===== src/rtl/lfsr_rng_arbiter.sv =====
// Shared 32-bit Fibonacci LFSR source with round-robin arbitration between requesters.
// A seed load reseeds the generator and runs a fixed warm-up before serving again.
module lfsr_rng_arbiter #(
    parameter int unsigned N_REQ  = 4,
    parameter logic [31:0] SEED   = 32'h0000_0001,
    parameter int unsigned WARMUP = 32
) (
    input  logic             clk,
    input  logic             rst_n,
    input  logic [N_REQ-1:0] req,
    output logic [N_REQ-1:0] gnt,
    output logic             rand_valid,
    output logic [31:0]      rand_data,
    input  logic             seed_load,
    input  logic [31:0]      seed_val,
    output logic             busy,
    output logic             seed_err
);
    localparam int unsigned IDX_W = (N_REQ > 1) ? $clog2(N_REQ) : 1;
    localparam int unsigned CNT_W = 8;
    localparam logic [IDX_W-1:0] LAST_RST = IDX_W'(N_REQ - 1);
    localparam logic [CNT_W-1:0] WARM_END = CNT_W'(WARMUP);

    typedef enum logic {ST_RUN, ST_WARMUP} state_e;

    state_e             state_q, state_d;
    logic [31:0]        lfsr_q, lfsr_d;
    logic [31:0]        lfsr_step;
    logic [IDX_W-1:0]   last_q, last_d;
    logic [CNT_W-1:0]   cnt_q, cnt_d;
    logic [N_REQ-1:0]   gnt_q, gnt_d;
    logic               rand_valid_q, rand_valid_d;
    logic [31:0]        rand_data_q, rand_data_d;
    logic               busy_q, busy_d;
    logic               seed_err_q, seed_err_d;

    logic               win_found;
    logic [IDX_W-1:0]   win_idx;
    logic [IDX_W-1:0]   cand;

    assign lfsr_step = {lfsr_q[30:0], lfsr_q[31] ^ lfsr_q[29] ^ lfsr_q[25] ^ lfsr_q[24]};

    // Round-robin pick: first set request searching upward from last+1 with wrap.
    always_comb begin
        win_found = 1'b0;
        win_idx   = last_q;
        cand      = last_q;
        for (int unsigned i = 1; i <= N_REQ; i++) begin
            cand = IDX_W'((32'(last_q) + i) % N_REQ);
            if (!win_found && req[cand]) begin
                win_found = 1'b1;
                win_idx   = cand;
            end
        end
    end

    // Next-state and output logic; a seed load pre-empts both serving and warm-up.
    always_comb begin
        state_d      = state_q;
        lfsr_d       = lfsr_q;
        last_d       = last_q;
        cnt_d        = cnt_q;
        gnt_d        = '0;
        rand_valid_d = 1'b0;
        rand_data_d  = rand_data_q;
        seed_err_d   = 1'b0;

        if (seed_load) begin
            lfsr_d     = (seed_val == 32'd0) ? SEED : seed_val;
            seed_err_d = (seed_val == 32'd0);
            cnt_d      = '0;
            state_d    = ST_WARMUP;
        end else if (state_q == ST_WARMUP) begin
            lfsr_d = lfsr_step;
            cnt_d  = cnt_q + CNT_W'(1);
            if (cnt_d == WARM_END) begin
                state_d = ST_RUN;
            end
        end else if (win_found) begin
            gnt_d[win_idx] = 1'b1;
            rand_valid_d   = 1'b1;
            rand_data_d    = lfsr_q;
            lfsr_d         = lfsr_step;
            last_d         = win_idx;
        end

        busy_d = (state_d == ST_WARMUP);
    end

    always_ff @(posedge clk) begin
        if (!rst_n) begin
            state_q      <= ST_RUN;
            lfsr_q       <= SEED;
            last_q       <= LAST_RST;
            cnt_q        <= '0;
            gnt_q        <= '0;
            rand_valid_q <= 1'b0;
            rand_data_q  <= 32'd0;
            busy_q       <= 1'b0;
            seed_err_q   <= 1'b0;
        end else begin
            state_q      <= state_d;
            lfsr_q       <= lfsr_d;
            last_q       <= last_d;
            cnt_q        <= cnt_d;
            gnt_q        <= gnt_d;
            rand_valid_q <= rand_valid_d;
            rand_data_q  <= rand_data_d;
            busy_q       <= busy_d;
            seed_err_q   <= seed_err_d;
        end
    end

    assign gnt        = gnt_q;
    assign rand_valid = rand_valid_q;
    assign rand_data  = rand_data_q;
    assign busy       = busy_q;
    assign seed_err   = seed_err_q;

endmodule

===== config.mk =====
export PLATFORM = sky130hd
export DESIGN_NAME = lfsr_rng_arbiter
export DESIGN_NICKNAME = d
export VERILOG_FILES = /design/src/rtl/lfsr_rng_arbiter.sv
export SDC_FILE = /design/constraint.sdc
export NUM_CORES = 1
export LEC_CHECK = 0
export CAP_MARGIN = 15
export CELL_PAD_IN_SITES_DETAIL_PLACEMENT = 1
export CELL_PAD_IN_SITES_GLOBAL_PLACEMENT = 1
export CORE_ASPECT_RATIO = 0.9
export CORE_MARGIN = 2
export CORE_UTILIZATION = 40
export DETAILED_ROUTE_END_ITERATION = 10
export PLACE_DENSITY_LB_ADDON = 0.2
export SLEW_MARGIN = 25
export SYNTH_ARGS = -nofsm -noshare
export SYNTH_HDL_FRONTEND = slang
export SYNTH_SLANG_ARGS = --single-unit
export TNS_END_PERCENT = 50

===== constraint.sdc =====
create_clock -name clk -period 3.15 [get_ports clk]
set_input_delay 0.63 -clock clk [delete_from_list [all_inputs] [get_ports clk]]
set_output_delay 0.63 -clock clk [all_outputs]
set_load 0.03 [all_outputs]

### After elaboration in Yosys (flattened, before gate mapping)

Cells that the tools add are included.

* bits in registers: 81
* bits of input ports: 39
* output and inout bits: 39
* word-level logic and storage cells: 67

* add/subtract/negate cells: 5
* magnitude comparators: 6
* equal/unequal tests: 1
* muxes and demuxes: 26
* bitwise logic cells: 7
* reductions and logical operators: 14

Operators by type and width (count)
* $mux W32: 4
* $logic_not A32 Y1: 1
* $lt A2 B3 Y1 const B: 5
* $mux W1: 13
* $add A8 B1 Y8 const B: 1
* $bmux W1 S2: 4
* $eq A8 B6 Y1 const B: 1
* $mux W2: 4
* $add A2 B1 Y2 const B: 2
* $add A2 B2 Y2 const B: 2
* $logic_and A1 B1 Y1: 4
* $not A1 Y1: 4
* $reduce_or A4 Y1: 1
* $logic_not A1 Y1: 3
* $reduce_and A3 Y1: 1
* $reduce_bool A3 Y1: 1
* $reduce_or A3 Y1: 1
* $xor A1 B1 Y1: 3
* $demux W1 S2: 1
* $ge A2 B1 Y1 const B: 1
* $reduce_and A2 Y1: 1
* $reduce_or A2 Y1: 1

### Depth between registers and ports, before layout

Gate-level depths: netlist of the first run.

* word-level depth: 17
* mapped depth: 7
* mapped depth without buffers: 5

### Worst setup path before layout of the first run

Ideal clock, no wire load.

* kind: input port to flip-flop
* start point: input port seed_load
* end point: register rand_data_q[12] (netlist: rand_data[12])
* library setup time: 0.070 ns
* arrival: 1.548 ns
* required time: 3.080 ns
* slack: 1.531 ns
* stages: 5
* buffers on the path: 2
* cell sequence: buf_2 -> nor3_2 -> clkbuf_1 -> nand2_1 -> a21oi_1

* longest elaborated chain between the ends: 2

RTL lines
* from (decl): RTL line 14 `input logic seed_load,`
* $not A1 Y1 (no line)
* $reduce_and A3 Y1 (no line)
* to (signal assigned): RTL line 108 `rand_data_q <= rand_data_d;`
* to (decl): RTL line 33 `logic [31:0] rand_data_q, rand_data_d;`

No other way between the ends.
A chain may end at the register's enable or synchronous reset.

### Worst setup path after layout of the first run

* start point: register busy_q (netlist: busy)
* end point: output port busy

RTL lines
* from (decl): RTL line 34 `logic busy_q, busy_d;`
* from (signal assigned): RTL line 109 `busy_q <= busy_d;`
* to (decl): RTL line 16 `output logic busy,`

No word-level cell between the ends.

==> results of run 1 <==
-- cells in the final DEF (no fill, tap or decap), types with 3 or more instances in the layout --
cell type and n:
dfxtp_1 81, clkdlybuf4s50_1 76, nand2_1 73, nor2_1 40, a21oi_1 34, mux2i_1 32, a211oi_1 31, clkbuf_8 9
nor4_1 8, xor2_1 7, xnor2_1 5, o21ai_0 5, nand2b_1 5, nand4_1 4, buf_4 4, inv_1 3
o211ai_1 3
-- path summary, 6_finish.rpt --
| path | startpoint | end | cells after the start |
|---|---|---|---|
| setup / recovery | busy | busy | 1 |
| hold / removal | rand_data[23] | rand_data[23] | 2 |
| setup reg to reg | busy | lfsr_q[0] | 5 |
| hold reg to reg | rand_data[23] | rand_data[23] | 2 |
-- synth_stat cells --
| library cell | instances | area share [%] |
|---|---|---|
| a211oi_1 | 31 | 6.8 |
| a211oi_2 | 1 | 0.37 |
| a21oi_1 | 34 | 5.0 |
| a221o_1 | 1 | 0.29 |
| a221oi_1 | 1 | 0.26 |
| a311oi_1 | 1 | 0.26 |
| a41oi_1 | 1 | 0.26 |
| and3_1 | 2 | 0.37 |
| and4_1 | 1 | 0.26 |
| buf_1 | 3 | 0.33 |
| buf_2 | 10 | 1.5 |
| buf_6 | 4 | 1.3 |
| clkbuf_1 | 10 | 1.1 |
| clkbuf_2 | 1 | 0.15 |
| dfxtp_1 | 81 | 48 |
| ha_1 | 2 | 0.74 |
| inv_1 | 4 | 0.44 |
| mux2i_1 | 32 | 9.4 |
| nand2_1 | 73 | 8.1 |
| nand2_2 | 1 | 0.18 |
| nand2b_1 | 5 | 0.92 |
| nand3_1 | 1 | 0.15 |
| nand4_1 | 4 | 0.74 |
| nor2_1 | 40 | 4.4 |
| nor2b_1 | 1 | 0.18 |
| nor3_1 | 2 | 0.29 |
| nor3_2 | 1 | 0.29 |
| nor3b_1 | 2 | 0.44 |
| nor4_1 | 8 | 1.5 |
| nor4_4 | 1 | 0.63 |
| nor4b_1 | 1 | 0.26 |
| o211ai_1 | 3 | 0.66 |
| o21a_1 | 2 | 0.44 |
| o21ai_0 | 5 | 0.74 |
| or3_1 | 1 | 0.18 |
| or4_1 | 1 | 0.22 |
| xnor2_1 | 5 | 1.3 |
| xor2_1 | 7 | 1.8 |
-- sequential cells by signal, indices dropped and copies added, names as in the netlist --
signal and flops:
rand_data 32, last_q 2, seed_err 1, busy 1, gnt 4, rand_valid 1
cnt_q 8, lfsr_q 32
-- where the power goes --
group | total (mW) | leakage [nW] | switching [mW] | internal [mW]
logic | 0.298 | 0.924 | 0.159 | 0.139
clock network | 0.747 | 0.0929 | 0.378 | 0.369
registers | 1.11 | 0.663 | 0.0398 | 1.07
total | 2.16 | 1.68 | 0.576 | 1.58
-- layout make-up --
cell class,instances,area [um^2]
inverter,4,15.0
sequential,81,1620
timing repair buffer,83,836
fill,940,3730
clock inverter,6,67.6
multi-input combinational,271,1620
clock buffer,10,128
tap,99,124
-- cells by family after synthesis --
group           share of synthesized area, %
simple gates                            19.1
flops                                   47.7
compound gates                          15.1
buf+inv                                 4.82
mux                                     9.43
xor+xnor                                3.09
fa+ha+maj                              0.736
-- worst register-to-register path, stage by stage (launching register included) --
cell and delay [ps]:
dfxtp_1 560, nor2_1 170, nand2_2 240, buf_4 300
inv_1 70, a221o_1 330
-- metal layers --
metal | GRT usage (%) | vias to the layer above | wire, um
li1 | - | 1463 | -
met1 | 26.3 | 1372 | 4120
met2 | 33.1 | 58 | 4190
met3 | 4.54 | 15 | 353
met4 | 6.76 | 0 | 144
met5 | 0 | - | 0
==> qor.log, run 1 <==
[floorplanning] floorplan die area 9250 um^2
[clock_network] Skew-Pair Late Insertion Delay 350 ps
[status] status finished clean
[drt] ANT nets after route 0
[global_routing] via count of the first global-routing pass 3056
[floorplanning] horizontal extent of the die 101 um
[final_layout] count of non-filler cells in the finished layout 554
[clock_network] total of hold buffers inserted after clock tree synthesis 0
[setup_path] path type of the worst setup path flip-flop to output port
[global_routing] antenna violations before repair 0
[flow_run] max cap viols 0
[placed_design] Placed Instances 538
[drt] DRC violation total after the first TritonRoute iteration 123
[setup_path] arrival time at the worst endpoint 1650 ps
[clock_network] H-tree depth 3
[setup_path] cell-by-cell trace of the critical path clkdlybuf4s50_1
[global_routing] sum of overflow across all layers after global routing 0
[timing] slew margin rel. 58.1%
[floorplanning] starting density of the core 41.7%
[power] maximum ir drop on the vdd rail 0.000275 V
[placed_design] total of buffers placed on input and output ports 77
[setup_path] delay of the slowest cell on the worst path 750 ps
[drt] DRC Markers 0
[timing] worst-case clock skew 8.33 ps
[global_routing] wire length of the first global-routing pass 14900 um
[clock_network] CTS tree done
[placed_design] final HPWL from detailed placement 6190 um
[setup_path] sort of element at the end of the critical path output port
[final_layout] post-route design area 4410 um^2
[clock_network] clock buffer count from CTS 9
[final_layout] final net count 491
[timing] Final Critical Period 2280 ps
[clock_network] maximum buffer depth of the clock tree 2
[clock_network] number of buffers inserted to repair setup after CTS 0
[worst_hold_path] Hold Crit Class flip-flop to flip-flop
[synthesis] number of warnings reported in the yosys synthesis log 0
[global_routing] largest net degree at the start of global routing 39
[floorplanning] Std-Cell Core Area 8150 um^2
[final_layout] share of cells above drive strength 1 5.93%
[timing] post-layout worst setup margin 868 ps
[clock_network] TritonCTS sink count 81
[synthesis] Post-Synthesis Cell Area 3400 um^2
[timing] RSZ-0062 raised after global routing no
[setup_path] Crit path required time 2520 ps
[synthesis] Post-Synthesis Cells 384
[drt] Pre-antenna DRT Iters 4
[synthesis] number of flip-flops and latches in the synthesized netlist 81
[timing] Slew @ Worst Pin 628 ps
[placed_design] Post-Place Setup Slack 633 ps
[floorplanning] total I/O pin count 78
[setup_path] critical path's slowest cell clkdlybuf4s50_1
[timing] Final Max Slew Viols 0
[final_layout] Area growth syn-to-layout 29.8%
[floorplanning] die boundary height 91.4 um
[setup_path] number of buffers and inverters on the critical path 1
[final_layout] post-layout utilization of the core 54.1%
[timing] top achievable clock speed 438 MHz
[clock_network] clock input transition at the sequential cells of the worst setup and hold paths 80 ps
[synthesis] number of distinct standard cells referenced by the synthesized netlist 38
[timing] worst-case hold slack 456 ps
[drt] total number of vias 2908
[setup_path] largest fanout of any net on the critical path 9
[floorplanning] Core Rows 31
[final_layout] n_diodes 0
[power] ratio of total power to cell area 489 nW/um^2
[setup_path] kind of start point of the critical path flip-flop
[timing] final hold violation count 0
[synthesis] mean area per synthesized cell 8.85 um^2
[timing] post-route clock period utilization 72.4%
[placed_design] cell area after placement 4220 um^2
[setup_path] slack of the worst reg-to-reg path 1380 ps
[synthesis] part of the Yosys area used for sequential elements 47.7%
[setup_path] cell family with the largest share of critical-path delay buffers and inverters
[drt] Routed wire per std cell 15.9 um
[global_routing] Global Route Usage Sum 20.3%
[power] Tot Pwr 2.16 mW
[clock_network] CTS Root Cell clkbuf_8
[power] P_leak 1.68 nW
[placed_design] RePlAce Congestion 0.804
[timing] setup tns final 0 ps
[drt] final WL 8800 um
[clock_network] PostCTS Resize Cnt 0
[drt] detail-routed via count per cell 5.25
[synthesis] Synth Net Count 425
[timing] Finish-stage setup viols 0
No activity file was read; power rests on OpenSTA's default activity.
==> run 2, diff against run 1 <==
- CORE_UTILIZATION: 40 -> 37
- clock period: 3.15 -> 2.3 ns (I/O delays scaled with it)
==> run 2 against run 1 <==
- routed wire length is 3.5% lower
- die area is 7.8% higher
- clock skew is 2.2 ps higher
- combinational power is 38% higher
- utilization is 4.5 points lower
- critical endpoint unchanged
==> qor.log, run 2 (synthesized netlist as in run 1, its figures left out) <==
[timing] final hold violation count 0 [unchanged]
[floorplanning] die boundary height 94.9 um [was 91.4 um]
[clock_network] clock input transition at the sequential cells of the worst setup and hold paths 70 ps [was 80 ps]
[drt] Pre-antenna DRT Iters 4 [unchanged]
[floorplanning] Core Rows 33 [was 31]
[final_layout] storage element area 1620 um^2 [unchanged]
[final_layout] post-layout utilization of the core 49.7% [was 54.1%]
[setup_path] largest fanout of any net on the critical path 9 [unchanged]
[global_routing] antenna violations before repair 0 [unchanged]
[power] combinational group share of total power 14.1% [was 13.8%]
[floorplanning] floorplan die area 9970 um^2 [was 9250 um^2]
[power] switching power total 0.746 mW [was 0.576 mW]
[setup_path] arrival time at the worst endpoint 1670 ps [was 1650 ps]
[power] internal power 2.17 mW [was 1.58 mW]
[timing] Finish-stage setup viols 0 [unchanged]
[timing] Slew @ Worst Pin 634 ps [was 628 ps]
[global_routing] sum of overflow across all layers after global routing 0 [unchanged]
[final_layout] multi-input logic area 1620 um^2 [unchanged]
[placed_design] final HPWL from detailed placement 6050 um [was 6190 um]
[drt] total number of vias 2930 [was 2908]
[drt] DRC violation total after the first TritonRoute iteration 76 [was 123]
[floorplanning] total I/O pin count 78 [unchanged]
[final_layout] filler instances 1069 [was 940]
[setup_path] delay of the slowest cell on the worst path 750 ps [about the same]
[setup_path] cell-by-cell trace of the critical path clkdlybuf4s50_1 [unchanged]
[power] power share of the clock group 33.7% [was 34.6%]
[final_layout] post-route design area 4470 um^2 [was 4410 um^2]
[timing] Final Critical Period 2130 ps
[timing] RSZ-0062 raised after global routing no [unchanged]
[status] status finished clean [unchanged]
[setup_path] Crit path required time 1840 ps [was 2520 ps]
[power] P_leak 1.70 nW [was 1.68 nW]
[global_routing] via count of the first global-routing pass 2967 [was 3056]
[power] maximum ir drop on the vdd rail 0.000296 V [was 0.000275 V]
[placed_design] total of buffers placed on input and output ports 77 [unchanged]
[timing] Final Max Slew Viols 0 [unchanged]
[drt] Routed wire per std cell 14.7 um [was 15.9 um]
[power] fraction of power consumed by sequential logic 52.2% [was 51.6%]
[final_layout] Area growth syn-to-layout 31.6% [was 29.8%]
[setup_path] critical path's slowest cell clkdlybuf4s50_1 [unchanged]
[setup_path] cell family with the largest share of critical-path delay buffers and inverters [unchanged]
[final_layout] top library cells by usage in the layout, fill and taps aside dfxtp_1 (81), clkdlybuf4s50_1 (76), nand2_1 (73), nor2_1 (40), a21oi_1 (34) [unchanged]
[clock_network] PostCTS Resize Cnt 0 [unchanged]
[timing] worst-case clock skew 10.5 ps [was 8.33 ps]
[timing] top achievable clock speed 469 MHz
[global_routing] largest net degree at the start of global routing 37 [was 39]
[clock_network] clock buffer count from CTS 9 [unchanged]
[timing] post-route clock period utilization 92.7%
[power] ratio of total power to cell area 653 nW/um^2 [was 489 nW/um^2]
[global_routing] Global Route Usage Sum 18.4% [was 20.3%]
[placed_design] cell area after placement 4280 um^2 [was 4220 um^2]
[timing] slew margin rel. 57.7% [was 58.1%]
[final_layout] n_diodes 0 [unchanged]
[floorplanning] starting density of the core 37.8% [was 41.7%]
[global_routing] wire length of the first global-routing pass 14600 um [was 14900 um]
[worst_hold_path] Hold Crit Class input port to flip-flop [was flip-flop to flip-flop]
[power] sw frac 25.6% [was 26.7%]
[clock_network] Skew-Pair Late Insertion Delay 350 ps [about the same]
[clock_network] maximum buffer depth of the clock tree 2 [unchanged]
[clock_network] CTS tree done [unchanged]
[drt] DRC Markers 0 [unchanged]
[setup_path] kind of start point of the critical path flip-flop [unchanged]
[drt] detail-routed via count per cell 5.06 [was 5.25]
[floorplanning] horizontal extent of the die 105 um [was 101 um]
[clock_network] TritonCTS sink count 81 [unchanged]
[clock_network] CTS Root Cell clkbuf_8 [unchanged]
[placed_design] RePlAce Congestion 0.796 [was 0.804]
[flow_run] max cap viols 0 [unchanged]
[clock_network] total of hold buffers inserted after clock tree synthesis 0 [unchanged]
[final_layout] final net count 494 [was 491]
[floorplanning] Std-Cell Core Area 9000 um^2 [was 8150 um^2]
[drt] final WL 8500 um [was 8800 um]
[setup_path] sort of element at the end of the critical path output port [unchanged]
[clock_network] number of buffers inserted to repair setup after CTS 0 [unchanged]
[setup_path] number of buffers and inverters on the critical path 1 [unchanged]
[clock_network] H-tree depth 3 [unchanged]
[final_layout] leading cell type in the layout, fill and taps excluded dfxtp_1 [unchanged]
[timing] setup tns final 0 ps [unchanged]
[final_layout] share of cells above drive strength 1 6.35% [was 5.93%]
[setup_path] path type of the worst setup path flip-flop to output port [unchanged]
[drt] ANT nets after route 0 [unchanged]
-- run 2: per-stage QoR --
stage / power, mW / cells / setup WS (ps) / hold WS, ps
final: 2.92 / 579 / 168 / 442
after global routing: 3.07 / 579 / 108 / 450
after CTS: 2.97 / 579 / 139 / 424
after detailed placement: 1.97 / 564 / 156 / 448
after global placement: 1.96 / 564 / 231 / 442
after floorplan: 1.78 / 384 / 760 / 444
-- run 2: power groups by stage --
| stage | registers [mW] | clock network, mW | logic (mW) |
|---|---|---|---|
| 4_1_cts | 1.52 | 1.03 | 0.416 |
| 3_3_place_gp | 1.55 | 0 | 0.405 |
| 6_report | 1.52 | 0.985 | 0.411 |
| 3_5_place_dp | 1.56 | 0 | 0.413 |
| 2_1_floorplan | 1.59 | 0 | 0.193 |
| 5_1_grt | 1.53 | 1.09 | 0.449 |
-- run 2: worst paths after layout --
path | start | endpoint | slack (ps) | depth (start not counted)
max | busy | busy | 170 | 1
min | seed_load | seed_err | 440 | 3
max reg2reg | busy | lfsr_q[15] | 710 | 5
min reg2reg | rand_data[31] | rand_data[31] | 450 | 2
-- run 2: layout make-up --
type                    count  share of cell area [%]
repair buffers             86                    19.5
inverters                   4                   0.336
clock inverters             1                   0.196
flip-flops and latches     81                    36.3
clock buffers              14                    4.09
multi-input cells         271                    36.2
well taps                 122                    3.41
-- run 2: metal layers --
layer / part of all wire, % / wire length [um] / global-route usage, % / vias to the layer above
met4: 1.5 / 130 / 7.33 / 0
met1: 48 / 4120 / 23.4 / 1393
met5: 0 / 0 / 0 / -
li1: - / - / - / 1473
met2: 46 / 3930 / 29.9 / 54
met3: 3.7 / 312 / 4.76 / 10
